==> config.mk <==
export PLATFORM = sky130hd
export DESIGN_NAME = id_operand_stage
export DESIGN_NICKNAME = d
export VERILOG_FILES = /design/src/rtl/cpu_pkg.sv /design/src/rtl/fwd_select.sv /design/src/rtl/id_operand_stage.sv
export SDC_FILE = /design/constraint.sdc
export NUM_CORES = 1
export LEC_CHECK = 0
export CORE_MARGIN = 8
export CORE_UTILIZATION = 41
export DETAILED_ROUTE_END_ITERATION = 6
export PLACE_DENSITY = 0.79
export SLEW_MARGIN = 20
export SYNTH_ARGS = -nofsm -noshare
export SYNTH_HDL_FRONTEND = slang
export SYNTH_SLANG_ARGS = --single-unit
==> constraint.sdc <==
create_clock -name clk -period 2.86 [get_ports clk]
set_input_delay 0.572 -clock clk [delete_from_list [all_inputs] [get_ports clk]]
set_output_delay 0.572 -clock clk [all_outputs]
set_load 0.005 [all_outputs]
==> src/rtl/cpu_pkg.sv <==
// -----------------------------------------------------------------------------
// cpu_pkg
// Shared definitions for the decode/operand pipeline:
//   op_state_e      - operand output register FSM encoding (EMPTY/FULL/STALL)
//   ZERO_REG        - architectural hard-wired zero register index
//   JAL_LINK_OFFSET - link value offset written into op_a for jump-and-link
// -----------------------------------------------------------------------------
package cpu_pkg;

    typedef enum logic [1:0] {
        ST_EMPTY = 2'd0,
        ST_FULL  = 2'd1,
        ST_STALL = 2'd2
    } op_state_e;

    localparam int unsigned ZERO_REG        = 32'd0;
    localparam int unsigned JAL_LINK_OFFSET = 32'd8;

endpackage

==> src/rtl/fwd_select.sv <==
// -----------------------------------------------------------------------------
// fwd_select
// Picks the value for one source operand: the youngest (lowest index) valid
// forwarding source whose destination matches addr, otherwise the register
// file data. The zero register never matches and always reads as zero.
// Ports:
//   addr      in  AW          source register address
//   rf_data   in  XLEN        register-file read data for addr
//   fwd_we    in  NFWD        forwarding source write enables
//   fwd_rd    in  NFWD*AW     forwarding destination addresses
//   fwd_data  in  NFWD*XLEN   forwarding data
//   fwd_pend  in  NFWD        forwarding source is a load with data not ready
//   data      out XLEN        selected operand value
//   pend      out 1           selected source is still pending
// -----------------------------------------------------------------------------
module fwd_select
    import cpu_pkg::*;
#(
    parameter  int XLEN = 32,
    parameter  int NREG = 32,
    parameter  int NFWD = 3,
    localparam int AW   = $clog2(NREG)
) (
    input  logic [AW-1:0]        addr,
    input  logic [XLEN-1:0]      rf_data,
    input  logic [NFWD-1:0]      fwd_we,
    input  logic [NFWD*AW-1:0]   fwd_rd,
    input  logic [NFWD*XLEN-1:0] fwd_data,
    input  logic [NFWD-1:0]      fwd_pend,
    output logic [XLEN-1:0]      data,
    output logic                 pend
);

    localparam logic [AW-1:0] ZERO_ADDR = AW'(ZERO_REG);

    logic [XLEN-1:0] scan_data_s;
    logic            scan_pend_s;

    // Priority scan: walk from oldest to youngest so the lowest matching index wins.
    always_comb begin
        scan_data_s = rf_data;
        scan_pend_s = 1'b0;
        for (int i = NFWD - 1; i >= 0; i--) begin
            if (fwd_we[i] && (fwd_rd[i*AW +: AW] == addr)) begin
                scan_data_s = fwd_data[i*XLEN +: XLEN];
                scan_pend_s = fwd_pend[i];
            end else begin
                scan_data_s = scan_data_s;
                scan_pend_s = scan_pend_s;
            end
        end
    end

    // Zero register overrides any forwarding match and any register-file value.
    always_comb begin
        data = '0;
        pend = 1'b0;
        if (addr == ZERO_ADDR) begin
            data = '0;
            pend = 1'b0;
        end else begin
            data = scan_data_s;
            pend = scan_pend_s;
        end
    end

endmodule

==> src/rtl/id_operand_stage.sv <==
// -----------------------------------------------------------------------------
// id_operand_stage
// Resolves the two source operands of the instruction in ID (forwarding,
// zero register, jump-and-link link value), detects load-use hazards and
// registers the operands towards EX behind a valid/ready handshake.
// Optional feature macro: ID_OPERAND_STALL_CNT_EN adds a saturating 32-bit
// stall-cycle counter on port stall_cnt.
// Ports:
//   clk, reset            clock, asynchronous active-high reset
//   in_valid / in_ready   decoded-instruction handshake from IF/ID
//   rs, rt                source register addresses
//   is_jal, pc            jump-and-link flag and its pc
//   rf_a, rf_b            register-file read data for rs/rt
//   fwd_we/rd/data/pend   forwarding sources, index 0 youngest
//   flush                 kill the instruction in ID and the output register
//   out_valid / out_ready operand handshake to EX
//   op_a, op_b            registered operands
//   stall                 load-use stall this cycle
//   stall_cnt             (ID_OPERAND_STALL_CNT_EN only) stall cycle count
// -----------------------------------------------------------------------------
module id_operand_stage
    import cpu_pkg::*;
#(
    parameter  int XLEN = 32,
    parameter  int NREG = 32,
    parameter  int NFWD = 3,
    localparam int AW   = $clog2(NREG)
) (
    input  logic                 clk,
    input  logic                 reset,
    input  logic                 in_valid,
    output logic                 in_ready,
    input  logic [AW-1:0]        rs,
    input  logic [AW-1:0]        rt,
    input  logic                 is_jal,
    input  logic [XLEN-1:0]      pc,
    input  logic [XLEN-1:0]      rf_a,
    input  logic [XLEN-1:0]      rf_b,
    input  logic [NFWD-1:0]      fwd_we,
    input  logic [NFWD*AW-1:0]   fwd_rd,
    input  logic [NFWD*XLEN-1:0] fwd_data,
    input  logic [NFWD-1:0]      fwd_pend,
    input  logic                 flush,
    output logic                 out_valid,
    input  logic                 out_ready,
    output logic [XLEN-1:0]      op_a,
    output logic [XLEN-1:0]      op_b,
    output logic                 stall
`ifdef ID_OPERAND_STALL_CNT_EN
    ,
    output logic [31:0]          stall_cnt
`endif
);

    op_state_e       state_r;
    op_state_e       state_next_s;
    logic [XLEN-1:0] src_a_s;
    logic [XLEN-1:0] src_b_s;
    logic            pend_a_s;
    logic            pend_b_s;
    logic [XLEN-1:0] cap_a_s;
    logic [XLEN-1:0] cap_b_s;
    logic            hazard_s;
    logic            stall_s;
    logic            in_ready_s;
    logic            capture_s;
    logic [XLEN-1:0] op_a_r;
    logic [XLEN-1:0] op_b_r;
    logic            out_valid_r;

    fwd_select #(.XLEN(XLEN), .NREG(NREG), .NFWD(NFWD)) u_sel_a (
        .addr     (rs),
        .rf_data  (rf_a),
        .fwd_we   (fwd_we),
        .fwd_rd   (fwd_rd),
        .fwd_data (fwd_data),
        .fwd_pend (fwd_pend),
        .data     (src_a_s),
        .pend     (pend_a_s)
    );

    fwd_select #(.XLEN(XLEN), .NREG(NREG), .NFWD(NFWD)) u_sel_b (
        .addr     (rt),
        .rf_data  (rf_b),
        .fwd_we   (fwd_we),
        .fwd_rd   (fwd_rd),
        .fwd_data (fwd_data),
        .fwd_pend (fwd_pend),
        .data     (src_b_s),
        .pend     (pend_b_s)
    );

    // Operand values to capture and hazard detection; jal needs no sources.
    always_comb begin
        cap_a_s  = src_a_s;
        cap_b_s  = src_b_s;
        hazard_s = 1'b0;
        if (is_jal) begin
            cap_a_s  = pc + XLEN'(JAL_LINK_OFFSET);
            cap_b_s  = '0;
            hazard_s = 1'b0;
        end else begin
            cap_a_s  = src_a_s;
            cap_b_s  = src_b_s;
            hazard_s = pend_a_s | pend_b_s;
        end
    end

    // A flushed or reset instruction is dead, so it never reports a stall.
    assign stall_s    = in_valid & hazard_s & ~flush & ~reset;
    assign in_ready_s = ((state_r != ST_FULL) | out_ready) & ~stall_s;
    assign capture_s  = in_valid & in_ready_s & ~flush;

    // Next-state logic; flush wins over every other transition.
    always_comb begin
        state_next_s = state_r;
        if (flush) begin
            state_next_s = ST_EMPTY;
        end else begin
            case (state_r)
                ST_EMPTY: begin
                    if (in_valid) begin
                        state_next_s = hazard_s ? ST_STALL : ST_FULL;
                    end else begin
                        state_next_s = ST_EMPTY;
                    end
                end
                ST_STALL: begin
                    if (!in_valid) begin
                        state_next_s = ST_EMPTY;
                    end else if (hazard_s) begin
                        state_next_s = ST_STALL;
                    end else begin
                        state_next_s = ST_FULL;
                    end
                end
                ST_FULL: begin
                    if (out_ready) begin
                        state_next_s = (in_valid && !hazard_s) ? ST_FULL : ST_EMPTY;
                    end else begin
                        state_next_s = ST_FULL;
                    end
                end
                default: begin
                    state_next_s = ST_EMPTY;
                end
            endcase
        end
    end

    // State register.
    always_ff @(posedge clk or posedge reset) begin
        if (reset) begin
            state_r <= ST_EMPTY;
        end else begin
            state_r <= state_next_s;
        end
    end

    // Output register: valid tracks the FULL state, operands load on capture only.
    always_ff @(posedge clk or posedge reset) begin
        if (reset) begin
            out_valid_r <= 1'b0;
            op_a_r      <= '0;
            op_b_r      <= '0;
        end else begin
            out_valid_r <= (state_next_s == ST_FULL);
            if (capture_s) begin
                op_a_r <= cap_a_s;
                op_b_r <= cap_b_s;
            end else begin
                op_a_r <= op_a_r;
                op_b_r <= op_b_r;
            end
        end
    end

`ifdef ID_OPERAND_STALL_CNT_EN
    logic [31:0] stall_cnt_r;

    // Saturating count of stall cycles; only reset clears it.
    always_ff @(posedge clk or posedge reset) begin
        if (reset) begin
            stall_cnt_r <= 32'd0;
        end else if (stall_s && (stall_cnt_r != 32'hFFFF_FFFF)) begin
            stall_cnt_r <= stall_cnt_r + 32'd1;
        end else begin
            stall_cnt_r <= stall_cnt_r;
        end
    end

    assign stall_cnt = stall_cnt_r;
`endif

    assign in_ready  = in_ready_s;
    assign stall     = stall_s;
    assign out_valid = out_valid_r;
    assign op_a      = op_a_r;
    assign op_b      = op_b_r;

endmodule

After elaboration in Yosys (flattened, before gate mapping)
Cells that the tools add are included.
{ "word_totals": {"regBits": 67, "inputBits": 229, "output_inout_bits": 67, "elab_cells": 63} }
{ "classes": {"add_sub_neg": 1, "eq_ne": 10, "n_mux": 25, "n_bitwise": 11, "reduce_logical": 12} }
{ "op_table": {"columns": ["operator", "count"], "rows": [
  ["32-bit 2-to-1 mux", 10],
  ["32-bit by 4-bit adder with 32-bit output, second input constant", 1],
  ["5-bit equality test", 6],
  ["1-bit 2-to-1 mux", 11],
  ["5-bit logical NOT", 2],
  ["1-bit logical AND", 7],
  ["1-bit bitwise AND", 6],
  ["2-bit 2-to-1 mux", 3],
  ["2-bit by 1-bit equality test with 1-bit output, second input constant", 2],
  ["2-bit one-hot mux with 2 select lines", 1],
  ["1-bit NOT", 3],
  ["2-bit equality test, second input constant", 1],
  ["2-bit logical NOT", 1],
  ["2-bit by 1-bit != test with 1-bit output, second input constant", 1],
  ["1-bit bitwise OR", 2],
  ["2-bit OR reduction", 1],
  ["1-bit logical NOT", 1]
]} }

Depth between registers and ports, before layout
Gate-level depths: netlist of run 1.
{ "logic_depth": {"depth_word": 15, "ltp_mapped": 10, "ltp_nobuf": 8} }

Hierarchy
Synthesis of run 1 repeated with hierarchy kept, for this count alone.
{ "unflattened": {"hier_cells": 747, "area_unflattened_um2": 6278.5} }
{ "modules_own_cells": {"columns": ["module", "n_inst", "cells_each", "area_per_inst_um2", "seq_area_each_um2"], "rows": [
  ["id_operand_stage", 1, 381, 3430.8, 1676.6],
  ["fwd_select", 2, 183, 1423.9, 0.0]
]} }

Least setup slack after synthesis of run 1
Ideal clock, no wire load.
{ "synth_timing": {"kind": "in2out", "startpoint": "input rs[3]", "endpoint": "output in_ready", "arrival_ns": 2.026, "required_ns": 2.288, "path_slack_ns": 0.262, "cell_stages": 8, "path_buffers": 1, "path_cell_list": "xor2_1 a2111oi_2 and3_1 buf_6 o311ai_2 a2bb2oi_1 nor3b_1 nor2_1"} }
{ "synth_via": {"elab_chain_cells": 13, "elab_cells_between_ends": 18, "cone_classes": "eq/ne (3); mux (5); bitwise (6); reduce/logical (4)"} }
{ "synth_lines": {"columns": ["item", "line_no", "text"], "rows": [
  ["start: declaration", "id_operand_stage.sv:33", "input logic [AW-1:0] rs,"],
  ["5-bit equality test", "fwd_select.sv:44", "if (fwd_we[i] && (fwd_rd[i*AW +: AW] == addr)) begin"],
  ["1-bit logical AND", "fwd_select.sv:44", null],
  ["1-bit 2-to-1 mux (3 in series)", "fwd_select.sv:44", null],
  ["1-bit 2-to-1 mux *", "fwd_select.sv:58", "if (addr == ZERO_ADDR) begin"],
  ["1-bit bitwise OR *", "id_operand_stage.sv:105", "hazard_s = pend_a_s | pend_b_s;"],
  ["1-bit 2-to-1 mux *", "id_operand_stage.sv:98", "if (is_jal) begin"],
  ["1-bit bitwise AND * (3 in series)", "id_operand_stage.sv:110", "assign stall_s = in_valid & hazard_s & ~flush & ~reset;"],
  ["named net stall", "id_operand_stage.sv:48", "output logic stall"],
  ["1-bit NOT *", "id_operand_stage.sv:111", "assign in_ready_s = ((state_r != ST_FULL) | out_ready) & ~stall_s;"],
  ["1-bit bitwise AND *", "id_operand_stage.sv:111", null],
  ["end: declaration", "id_operand_stage.sv:32", "output logic in_ready,"]
]} }
Mark *: on every way through the listed nets, which the timed path passes. The rest lies on a longest branch.

Worst setup path after layout of run 1
{ "layout_timing": {"startpoint": "input fwd_rd[7]", "endpoint": "output in_ready"} }
{ "layout_via": {"elab_chain_cells": 12, "elab_cells_between_ends": 17, "cone_classes": "eq/ne (2); mux (7); bitwise (6); reduce/logical (2)"} }
{ "layout_lines": {"columns": ["item", "line_no", "text"], "rows": [
  ["start: declaration", "id_operand_stage.sv:40", "input logic [NFWD*AW-1:0] fwd_rd,"],
  ["5-bit equality test", "fwd_select.sv:44", null],
  ["1-bit logical AND", "fwd_select.sv:44", null],
  ["1-bit 2-to-1 mux (2 in series)", "fwd_select.sv:44", null],
  ["1-bit 2-to-1 mux", "fwd_select.sv:58", null],
  ["1-bit bitwise OR *", "id_operand_stage.sv:105", null],
  ["1-bit 2-to-1 mux *", "id_operand_stage.sv:98", null],
  ["1-bit bitwise AND * (3 in series)", "id_operand_stage.sv:110", null],
  ["1-bit NOT *", "id_operand_stage.sv:111", null],
  ["1-bit bitwise AND *", "id_operand_stage.sv:111", null]
]} }
Mark *: on every way between the ends. The rest lies on a longest branch, timed or not.

==> run summary, run 1 <==
largest net degree at the start of global routing: 39
CP top delay family: compound AO/OA/AOI/OAI gates
Fin. Hold Viols: 0
DR top layer: met4
Detail Route Antenna Nets: 0
min-delay worst type: reg -> reg
Synth cell types: 47
Pre-antenna DRT Iters: 7
Layout area overhead: 73.7%
die area: 17800 sq um
max cap viols: 0
CP Max Fanout: 2
Overall Power: 3.85 mW
CTS root buf: clkbuf_16
CP max stage cell: o221a_2
CTS tree: done
Layout Cells excl Fill: 1129
Area after DPL: 9440 sq um
# hold bufs at CTS: 0
Clock Sinks: 67
H-tree depth: 3
yosys warns: 0
Async SR Flop Fraction: 1.00
Synthesized Nets: 822
reg2reg start: state_r[0]
WS Path Type: in -> out
Leak Pwr: 4.43 nW
clock transition at the registers of the reported paths: 60 ps
num rows: 43
Final WS setup: 115 ps
final core utilization: 0.719
Bufs and invs on worst path: 3
Yosys top cell by area: dfrtp_1
detailed-route via count: 6691
Clock Skew: 4.20 ps
GP Congestion: 0.934
met1 WL: 10.9 mm
Setup Slack @ Placement: -856 ps
Rel. slew slack: 0.678
post-DP HPWL: 21.9 mm
ys flop type: dfrtp_1
post-synth top area share: 0.296
area of the mapped netlist: 5660 sq um
WL met2: 13.5 mm
Final Critical Period: 2750 ps
width of the die: 133 um
port bufs: 295
period utilization: 0.960
top cells by count, synth: dfrtp_1 (67), mux2i_1 (63), mux2_4 (43)
peak supply drop: 0.312 mV
leading post-synthesis cells by cell area: dfrtp_1 (30%), mux2_4 (11%), mux2i_1 (11%)
Routed WL per cell: 24.7 um
hold_ws: 485 ps
number of synthesized flops with an enable pin: 0
grt ovf: 0
Avg Inst Size Synth: 9.56 sq um
max-slew violations: 0
fmax: 0.364 GHz
worst hold start: state_r[0]
failing checks: design-rule violations
worst skew pair latency: 350 ps
Least-Margin Pin Slew: 483 ps
FILL cells: 1058
sequential fraction of the synthesis area: 0.296
Worst setup EP type: output port
dpl cells: 1103
routed wire length: 27.9 mm
setup tns final: 0 ps
CTS Buf Count: 9
CP startpoint kind: input pin
Worst path max stage delay: 280 ps
final-stage net count: 1171
outcome: finished with violations
area of the core: 13700 sq um
WP data arrival: 2170 ps
most frequent cell after synthesis: dfrtp_1
Final Setup Violations: 0
synthesis-stage register bit count: 67
first-pass GRT wire length: 42.5 mm
worst endpoint required time: 2290 ps
# IOs: 296
crit-path cells: clkdlybuf4s15_1 > buf_4 > o221a_2 > and3_4 > o311ai_4 > a2bb2oi_2 > nor3b_2 > nor2_1 > buf_2
clk buf depth: 2
Initial DRC Count: 571
vias in the first global route: 7282
# DRC: 1
Synth Instances: 592
Pwr Density: 392 nW/um^2
Die Height: 133 um
Global Route Usage Sum: 0.305
critical path launch point: fwd_rd[7]
layout cells sized above 1: 0.212
starting density of the core: 0.414
via-per-instance ratio: 5.93
met3 WL: 2.55 mm
initial antenna violation count: 3
post-route cell area: 9830 sq um
-- where the power goes --
part	leakage (nW)	switching (mW)	internal, mW	total [mW]
combinational	3.46	0.574	0.975	1.55
clock	0.128	0.464	0.587	1.05
sequential	0.837	0.122	1.13	1.25
total	4.43	1.16	2.69	3.85
-- worst paths after layout --
kind	depth (start not counted)	slack, ps	to
max in group asynchronous	3	1560	op_b[20]
worst min register to register	1	490	state_r[1]
min in group asynchronous	2	740	state_r[1]
worst min-delay path	1	490	state_r[1]
worst max-delay path	9	110	in_ready
worst max register to register	8	970	op_a[23]
-- worst register-to-register path, delay by kind of cell (launching register included) --
family,cells,cell delay (ps)
AO/OA/AOI/OAI,2,410
buffers and inverters,2,410
flip-flops,1,400
AND/OR/NAND/NOR,3,360
multiplexers,1,210
-- per-layer routing --
metal / GRT usage / up-vias
met3: 0.0949 / 72
met5: 0 / -
met4: 0.118 / 0
met1: 0.360 / 3252
met2: 0.507 / 387
li1: - / 2980
-- state kept, by name, indices dropped and copies added, names as in the netlist --
signal / cells
op_a: 32
out_valid: 1
op_b: 32
state_r: 2
-- area by class of cell --
| cell class | instances | area (sq um) | share of cell area |
|---|---|---|---|
| antenna | 3 | 7.51 | 0.000764 |
| clock buffer | 10 | 229 | 0.0233 |
| clock inverter | 6 | 42.5 | 0.00433 |
| inverter | 23 | 87.6 | 0.00891 |
| multi-input combinational | 456 | 3830 | 0.390 |
| sequential | 67 | 1680 | 0.171 |
| tap | 180 | 225 | 0.0229 |
| timing repair buffer | 384 | 3730 | 0.379 |
-- cell families (layout without fill, tap and decap cells) --
group,count (synthesis),count (layout),share of synthesized area
xor gates and xnor gates,54,54,0.0836
muxes,112,112,0.238
buffers and inverters,69,423,0.0568
adders and majority gates,1,1,0.00221
other,0,3,0
and+or+nand+nor,135,135,0.119
DFF,67,67,0.296
AOI/OAI and AO/OA,154,154,0.205
-- layout by cell type, fill, tap and decap left out, types with 3 or more instances in the layout --
cell,n
o22ai_1,32
buf_12,15
mux2_2,6
mux2i_1,63
nor4_2,3
dfrtp_1,67
xor2_1,30
a21oi_1,19
clkbuf_2,7
nand2b_1,3
diode_2,3
clkdlybuf4s50_1,267
xnor2_2,4
a311oi_1,8
buf_4,73
clkinv_2,3
xnor2_1,18
o21ai_0,5
a31oi_1,7
mux2_4,43
nor4_1,4
nand3_1,16
nand3_2,4
nor2_1,39
nand2_1,28
a221o_1,13
buf_2,8
dlygate4sd2_1,9
nand4_1,9
clkdlybuf4s15_1,3
a222oi_1,17
a211oi_1,37
inv_1,21
and4_1,4
and3_1,10
clkbuf_16,9
-- repair_timing --
| item | CTS | global route |
|---|---|---|
| endpoints found under the hold margin | 0 | 0 |
| pin swaps | 18 | 14 |
| endpoints found under the setup margin | 56 | 5 |
| buffers inserted | 7 | 0 |
| gates resized for setup | 64 | 32 |
Power figures use the tool's default switching activity.
==> run 2, diff against run 1 <==
Settings changed: CAP_MARGIN set to 30, CORE_UTILIZATION 41 to 42, PLACE_DENSITY 0.79 to 0.78, SYNTH_HIERARCHICAL set to 1.
==> run 2 against run 1 <==
  * The run ends with negative setup slack left
  * Via count is 14% higher
  * Area after synthesis is 11% higher
  * Die area is 7.3% higher
  * Hold slack worse by 7.0 ps
  * Core utilization is 1.2 points higher
  * Cell area is 8.5% higher
  * Synthesized cell count is 26% higher
  * Combinational power is 5% lower
  * Sequential share of layout area is 1.3 points lower
  * Clock-buffer cell count is 1 lower
  * Power is 3.4% lower
  * Largest cell class unchanged
  * Largest power group unchanged
==> run summary, run 2 <==
outcome: finished with violations (unchanged)
failing checks: negative setup slack (was design-rule violations)
post-route cell area: 10700 sq um (was 9830 sq um)
worst skew pair latency: 330 ps (was 350 ps)
worst endpoint required time: 2290 ps (about the same)
Overall Power: 3.72 mW (was 3.85 mW)
leading post-synthesis cells by cell area: dfrtp_1 (27%), mux2i_1 (12%), o211ai_2 (12%) (was dfrtp_1 (30%), mux2_4 (11%), mux2i_1 (11%))
grt ovf: 0 (unchanged)
most frequent cells in the layout: clkdlybuf4s50_1 (268), nand2_1 (93), nand3_1 (80) (was clkdlybuf4s50_1 (267), buf_4 (73), dfrtp_1 (67))
crit-path most repeated cell: buf_6
post-DP HPWL: 21.0 mm (was 21.9 mm)
Synthesized Nets: 977 (was 822)
Die Height: 138 um (was 133 um)
first-pass GRT wire length: 43.6 mm (was 42.5 mm)
# DRC: 0 (was 1)
GP Congestion: 0.935 (was 0.934)
CP top delay family: simple AND/OR/NAND/NOR gates (was compound AO/OA/AOI/OAI gates)
commonest non-fill, non-tap cell in the layout: clkdlybuf4s50_1 (unchanged)
Pre-antenna DRT Iters: 7 (unchanged)
Avg Inst Size Synth: 8.40 sq um (was 9.56 sq um)
detailed-route via count: 7595 (was 6691)
Pwr Density: 349 nW/um^2 (was 392 nW/um^2)
unrepaired setup endpoints after global routing: yes
synthesis-stage register bit count: 67 (unchanged)
CTS tree: done (unchanged)
Final Setup Violations: 34 (was 0)
CP Max Fanout: 4 (was 2)
max-slew violations: 0 (unchanged)
final core utilization: 0.731 (was 0.719)
Final Critical Period: 2970 ps (was 2750 ps)
num rows: 44 (was 43)
max cap viols: 0 (unchanged)
dpl cells: 1220 (was 1103)
Yosys top cell by area: dfrtp_1 (unchanged)
starting density of the core: 0.430 (was 0.414)
width of the die: 138 um (was 133 um)
period utilization: 1.04 (was 0.960)
# hold bufs at CTS: 0 (unchanged)
# IOs: 296 (unchanged)
layout cells sized above 1: 0.232 (was 0.212)
crit-path cells: buf_4 > xor2_2 > nor4_2 > nand3_2 > or3b_1 > a21oi_2 > o21bai_4 > nor3_4 > buf_6 > buf_6 (was clkdlybuf4s15_1 > buf_4 > o221a_2 > and3_4 > o311ai_4 > a2bb2oi_2 > nor3b_2 > nor2_1 > buf_2)
die area: 19100 sq um (was 17800 sq um)
Leak Pwr: 4.65 nW (was 4.43 nW)
ys flop type: dfrtp_1 (unchanged)
WS Path Type: in -> out (unchanged)
Bufs and invs on worst path: 3 (unchanged)
Layout area overhead: 69.9% (was 73.7%)
most frequent cell after synthesis: nand2_1 (was dfrtp_1)
Rel. slew slack: 0.521 (was 0.678)
Clock Skew: 5.31 ps (was 4.20 ps)
FILL cells: 1121 (was 1058)
fmax: 0.337 GHz (was 0.364 GHz)
Area after DPL: 9700 sq um (was 9440 sq um)
Synth cell types: 41 (was 47)
Least-Margin Pin Slew: 719 ps (was 483 ps)
sequential fraction of the synthesis area: 0.267 (was 0.296)
area of the mapped netlist: 6280 sq um (was 5660 sq um)
clock transition at the registers of the reported paths: 50 ps (was 60 ps)
Detail Route Antenna Nets: 0 (unchanged)
Fin. Hold Viols: 0 (unchanged)
CTS root buf: clkbuf_16 (unchanged)
CTS Buf Count: 9 (unchanged)
Final WS setup: -111 ps (was 115 ps)
area of the core: 14600 sq um (was 13700 sq um)
WP data arrival: 2400 ps (was 2170 ps)
Initial DRC Count: 560 (was 571)
top cells by count, synth: nand2_1 (109), nand3_1 (82), mux2i_1 (75) (was dfrtp_1 (67), mux2i_1 (63), mux2_4 (43))
number of synthesized flops with an enable pin: 0 (unchanged)
hold_ws: 478 ps (was 485 ps)
Synth Instances: 747 (was 592)
min-delay worst type: reg -> reg (unchanged)
initial antenna violation count: 3 (unchanged)
Global Route Usage Sum: 0.283 (was 0.305)
largest net degree at the start of global routing: 65 (was 39)
post-synth top area share: 0.267 (was 0.296)
via-per-instance ratio: 6.01 (was 5.93)
routed wire length: 28.8 mm (was 27.9 mm)
Routed WL per cell: 22.8 um (was 24.7 um)
H-tree depth: 3 (unchanged)
Async SR Flop Fraction: 1.00 (unchanged)
peak supply drop: 0.354 mV (was 0.312 mV)
clk buf depth: 2 (unchanged)
Worst path max stage delay: 370 ps (was 280 ps)
yosys warns: 6 (was 0)
Layout Cells excl Fill: 1264 (was 1129)
Worst setup EP type: output port (unchanged)
Clock Sinks: 67 (unchanged)
CP max stage cell: or3b_1 (was o221a_2)
port bufs: 295 (unchanged)
vias in the first global route: 7705 (was 7282)
final-stage net count: 1303 (was 1171)
R2R Setup Slk: 1080 ps (was 970 ps)
CP startpoint kind: input pin (unchanged)
-- run 2: kinds of logic after synthesis --
logic type | after synthesis | synth area share
compound gates | 149 | 0.208
simple gates | 326 | 0.267
fa+ha+maj | 1 | 0.00199
mux | 75 | 0.120
buf+inv | 74 | 0.0598
xor+xnor | 55 | 0.0767
flops | 67 | 0.267
-- run 2: metal layers --
metal / vias up / GRT usage / wire length, um
li1: 3470 / - / -
met1: 3600 / 0.323 / 10700
met2: 442 / 0.481 / 14300
met3: 81 / 0.0757 / 2590
met4: 2 / 0.134 / 1230
met5: - / 0 / 17
-- run 2: power breakdown --
part | internal [mW] | switching, mW
Sequential | 1.09 | 0.0950
Combinational | 0.870 | 0.614
Clock | 0.591 | 0.456
-- run 2: path summary, 6_finish.rpt --
| kind | from | endpoint | cells past startpoint |
|---|---|---|---|
| max in group asynchronous | reset | op_b[1] | 3 |
| worst min register to register | op_b[1] | op_b[1] | 2 |
| worst min-delay path | op_b[1] | op_b[1] | 2 |
| worst max register to register | state_r[0] | op_a[25] | 5 |
| min in group asynchronous | reset | op_b[13] | 2 |
| worst max-delay path | rt[2] | stall | 10 |
-- run 2: tightest hold or removal path: stages (launching register included) --
cell	delay [ps]
dfrtp_1	350
nand2_2	50
o21ai_2	40
-- run 2: repair_timing --
action                     4_1_cts  5_1_grt
pin swaps                       25       23
setup buffers                   10        2
resized for setup              120       79
hold endpoints to repair         0        0
gates cloned                     5        9
setup endpoints to repair       66       66
-- run 2: layout make-up --
class / instances / area [sq um] / area share
clock inverters: 7 / 51.3 / 0.00481
flip-flops and latches: 67 / 1680 / 0.157
clock buffers: 9 / 225 / 0.0211
well taps: 184 / 230 / 0.0216
inverters: 4 / 15.0 / 0.00141
repair buffers: 383 / 3930 / 0.368
diodes: 2 / 5.00 / 0.000469
multi-input cells: 608 / 4540 / 0.425
-- run 2: metrics by stage --
stage	setup TNS, ps	setup slack, ps
2_1_floorplan	0	23.7
3_3_place_gp	-53090	-936
3_5_place_dp	-54000	-953
5_1_grt	-6270	-173
6_report	-1310	-111
4_1_cts	-1370	-197
==> run 3, diff against run 2 <==
==> constraint.sdc (replaced) <==
create_clock -name clk -period 2.86 [get_ports clk]
set_input_delay 0.572 -clock clk [delete_from_list [all_inputs] [get_ports clk]]
set_output_delay 0.572 -clock clk [all_outputs]
set_load 0.02 [all_outputs]
==> run 3 against run 2 <==
  * The run still ends with negative setup slack left
  * Maximum frequency increased by 2.1%
  * Combinational power increased by 5%
  * First-iteration DRC count increased by 15%
  * Worst setup slack improved by 62 ps
  * Sequential cell count unchanged
  * Critical path depth increased by 3
  * Global-route usage increased by 0.31 points
  * Sequential share of layout area increased by 0.63 points
  * Critical endpoint is now op_a[30]
  * Largest cell class unchanged
  * Largest power group unchanged
==> run summary, run 3 (synthesized netlist as in run 2, its figures left out) <==
outcome: finished with violations (unchanged)
failing checks: negative setup slack (unchanged)
CTS root buf: clkbuf_16 (unchanged)
WS Path Type: in -> reg (was in -> out)
Reg2Reg Depth: 6 (was 5)
min-delay worst type: reg -> reg (unchanged)
met3 WL: 2.47 mm (was 2.59 mm)
Initial DRC Count: 645 (was 560)
Worst path max stage delay: 530 ps (was 370 ps)
first-pass GRT wire length: 43.9 mm (was 43.6 mm)
clock transition at the registers of the reported paths: 60 ps (was 50 ps)
crit-path cells: dlygate4sd2_1 > xnor2_1 > nand4_1 > or2_1 > o21ai_2 > a21oi_2 > o21bai_4 > nor3_4 > buf_4 > or3_4 > buf_6 > nand2_1 > o221ai_1 (was buf_4 > xor2_2 > nor4_2 > nand3_2 > or3b_1 > a21oi_2 > o21bai_4 > nor3_4 > buf_6 > buf_6)
Pwr Density: 370 nW/um^2 (was 349 nW/um^2)
Clock Sinks: 67 (unchanged)
port bufs: 295 (unchanged)
Reg2Reg Capture Point: op_a[29] (was op_a[25])
Rel. slew slack: 0.526 (was 0.521)
initial antenna violation count: 1 (was 3)
Least-Margin Pin Slew: 711 ps (was 719 ps)
Fin. Hold Viols: 0 (unchanged)
setup tns final: -368 ps (was -1310 ps)
num rows: 44 (unchanged)
area of the core: 14600 sq um (unchanged)
# hold bufs at CTS: 0 (unchanged)
H-tree depth: 3 (unchanged)
unrepaired setup endpoints after global routing: yes (unchanged)
Final Setup Violations: 15 (was 34)
Leak Pwr: 4.47 nW (was 4.65 nW)
worst hold start: op_b[7] (was op_b[1])
Routed WL per cell: 22.9 um (was 22.8 um)
peak supply drop: 0.308 mV (was 0.354 mV)
die area: 19100 sq um (unchanged)
fmax: 0.344 GHz (was 0.337 GHz)
CP max stage cell: or3_4 (was or3b_1)
Detail Route Antenna Nets: 0 (unchanged)
Final WS setup: -48.5 ps (was -111 ps)
DR top layer: met4 (was met5)
hold_ws: 479 ps (was 478 ps)
Die Height: 138 um (unchanged)
layout cells sized above 1: 0.192 (was 0.232)
Pre-antenna DRT Iters: 5 (was 7)
worst endpoint required time: 3050 ps (was 2290 ps)
Worst setup EP type: flip-flop (was output port)
WP data arrival: 3100 ps (was 2400 ps)
vias in the first global route: 7869 (was 7705)
Layout area overhead: 63.3% (was 69.9%)
Overall Power: 3.79 mW (was 3.72 mW)
most frequent cells in the layout: clkdlybuf4s50_1 (268), nand2_1 (107), nand3_1 (80) (was clkdlybuf4s50_1 (268), nand2_1 (93), nand3_1 (80))
grt ovf: 0 (unchanged)
post-DP HPWL: 20.9 mm (was 21.0 mm)
final-stage net count: 1292 (was 1303)
WHS Path Cells: 2 (unchanged)
starting density of the core: 0.430 (unchanged)
# IOs: 296 (unchanged)
width of the die: 138 um (unchanged)
CP Max Fanout: 8 (was 4)
max-slew violations: 0 (unchanged)
met1 WL: 10.6 mm (was 10.7 mm)
period utilization: 1.02 (was 1.04)
Hold EP: op_b[7] (was op_b[1])
CTS Buf Count: 9 (unchanged)
GP Congestion: 0.889 (was 0.935)
CP startpoint kind: input pin (unchanged)
R2R Setup Slk: 1160 ps (was 1080 ps)
CTS tree: done (unchanged)
detailed-route via count: 7528 (was 7595)
commonest non-fill, non-tap cell in the layout: clkdlybuf4s50_1 (unchanged)
WL met2: 14.2 mm (was 14.3 mm)
via-per-instance ratio: 6.02 (was 6.01)
Global Route Usage Sum: 0.286 (was 0.283)
reg2reg start: state_r[0] (unchanged)
final core utilization: 0.703 (was 0.731)
Clock Skew: 7.08 ps (was 5.31 ps)
worst skew pair latency: 330 ps (about the same)
clk buf depth: 2 (unchanged)
# DRC: 0 (unchanged)
Final Critical Period: 2910 ps (was 2970 ps)
largest net degree at the start of global routing: 65 (unchanged)
routed wire length: 28.6 mm (was 28.8 mm)
max cap viols: 0 (unchanged)
run 3: cell count changes in the layout (fill, tap and decap cells not counted), sizes merged:
cell           change
diode              -1
clkdlybuf4s15      -2
clkbuf             -2
or3                +1
clkinvlp           -1
dlygate4sd2        +2
buf                -8
clkinv             +1
inv                -3
run 3: layout make-up:
cell class	instances	area (sq um)
inverter	4	16.3
tap	184	230
clock inverter	4	26.3
multi-input combinational	609	4400
antenna	1	2.50
sequential	67	1680
fill	1194	4330
clock buffer	11	253
timing repair buffer	371	3650
run 3: what timing repair did:
item                                    CTS  global route
setup buffers                             8             3
resized for setup                        98            27
cloned                                    6             2
pin swaps                                21            21
endpoints found under the setup margin   66            64
run 3: metrics by stage:
step / setup WS (ps) / std cells / cell area, sq um
2_1_floorplan: -44.2 / 747 / 6300
3_3_place_gp: -815 / 1218 / 9680
3_5_place_dp: -831 / 1218 / 9680
4_1_cts: -97.2 / 1246 / 10100
5_1_grt: -130 / 1250 / 10300
6_report: -48.5 / 1251 / 10300
run 3: how the worst max path moves through the flow:
stage	start	to	slack, ps
final	rt[0]	op_a[30]	-50
after global routing	fwd_rd[7]	in_ready	-130
after CTS	rt[2]	in_ready	-100
after floorplan	fwd_rd[14]	op_a[29]	-40
after detailed placement	rt[3]	in_ready	-830
after global placement	fwd_rd[14]	stall	-820
run 3: worst max-delay path: cells and delay by family:
kind	cells	cell delay, ps
AOI/OAI and AO/OA	4	500
and+or+nand+nor	5	1180
buffers and inverters	3	630
xor gates and xnor gates	1	200
run 3: power by group:
group | total [mW] | leakage [nW] | switching [mW] | internal, mW
clock network | 1.05 | 0.137 | 0.421 | 0.627
registers | 1.18 | 0.858 | 0.0870 | 1.09
logic | 1.56 | 3.48 | 0.751 | 0.814
run 3: layer usage:
metal  GRT usage  vias up
met5           0        -
met4       0.140        0
met3      0.0753       88
met2       0.506      445
met1       0.310     3562
li1            -     3433
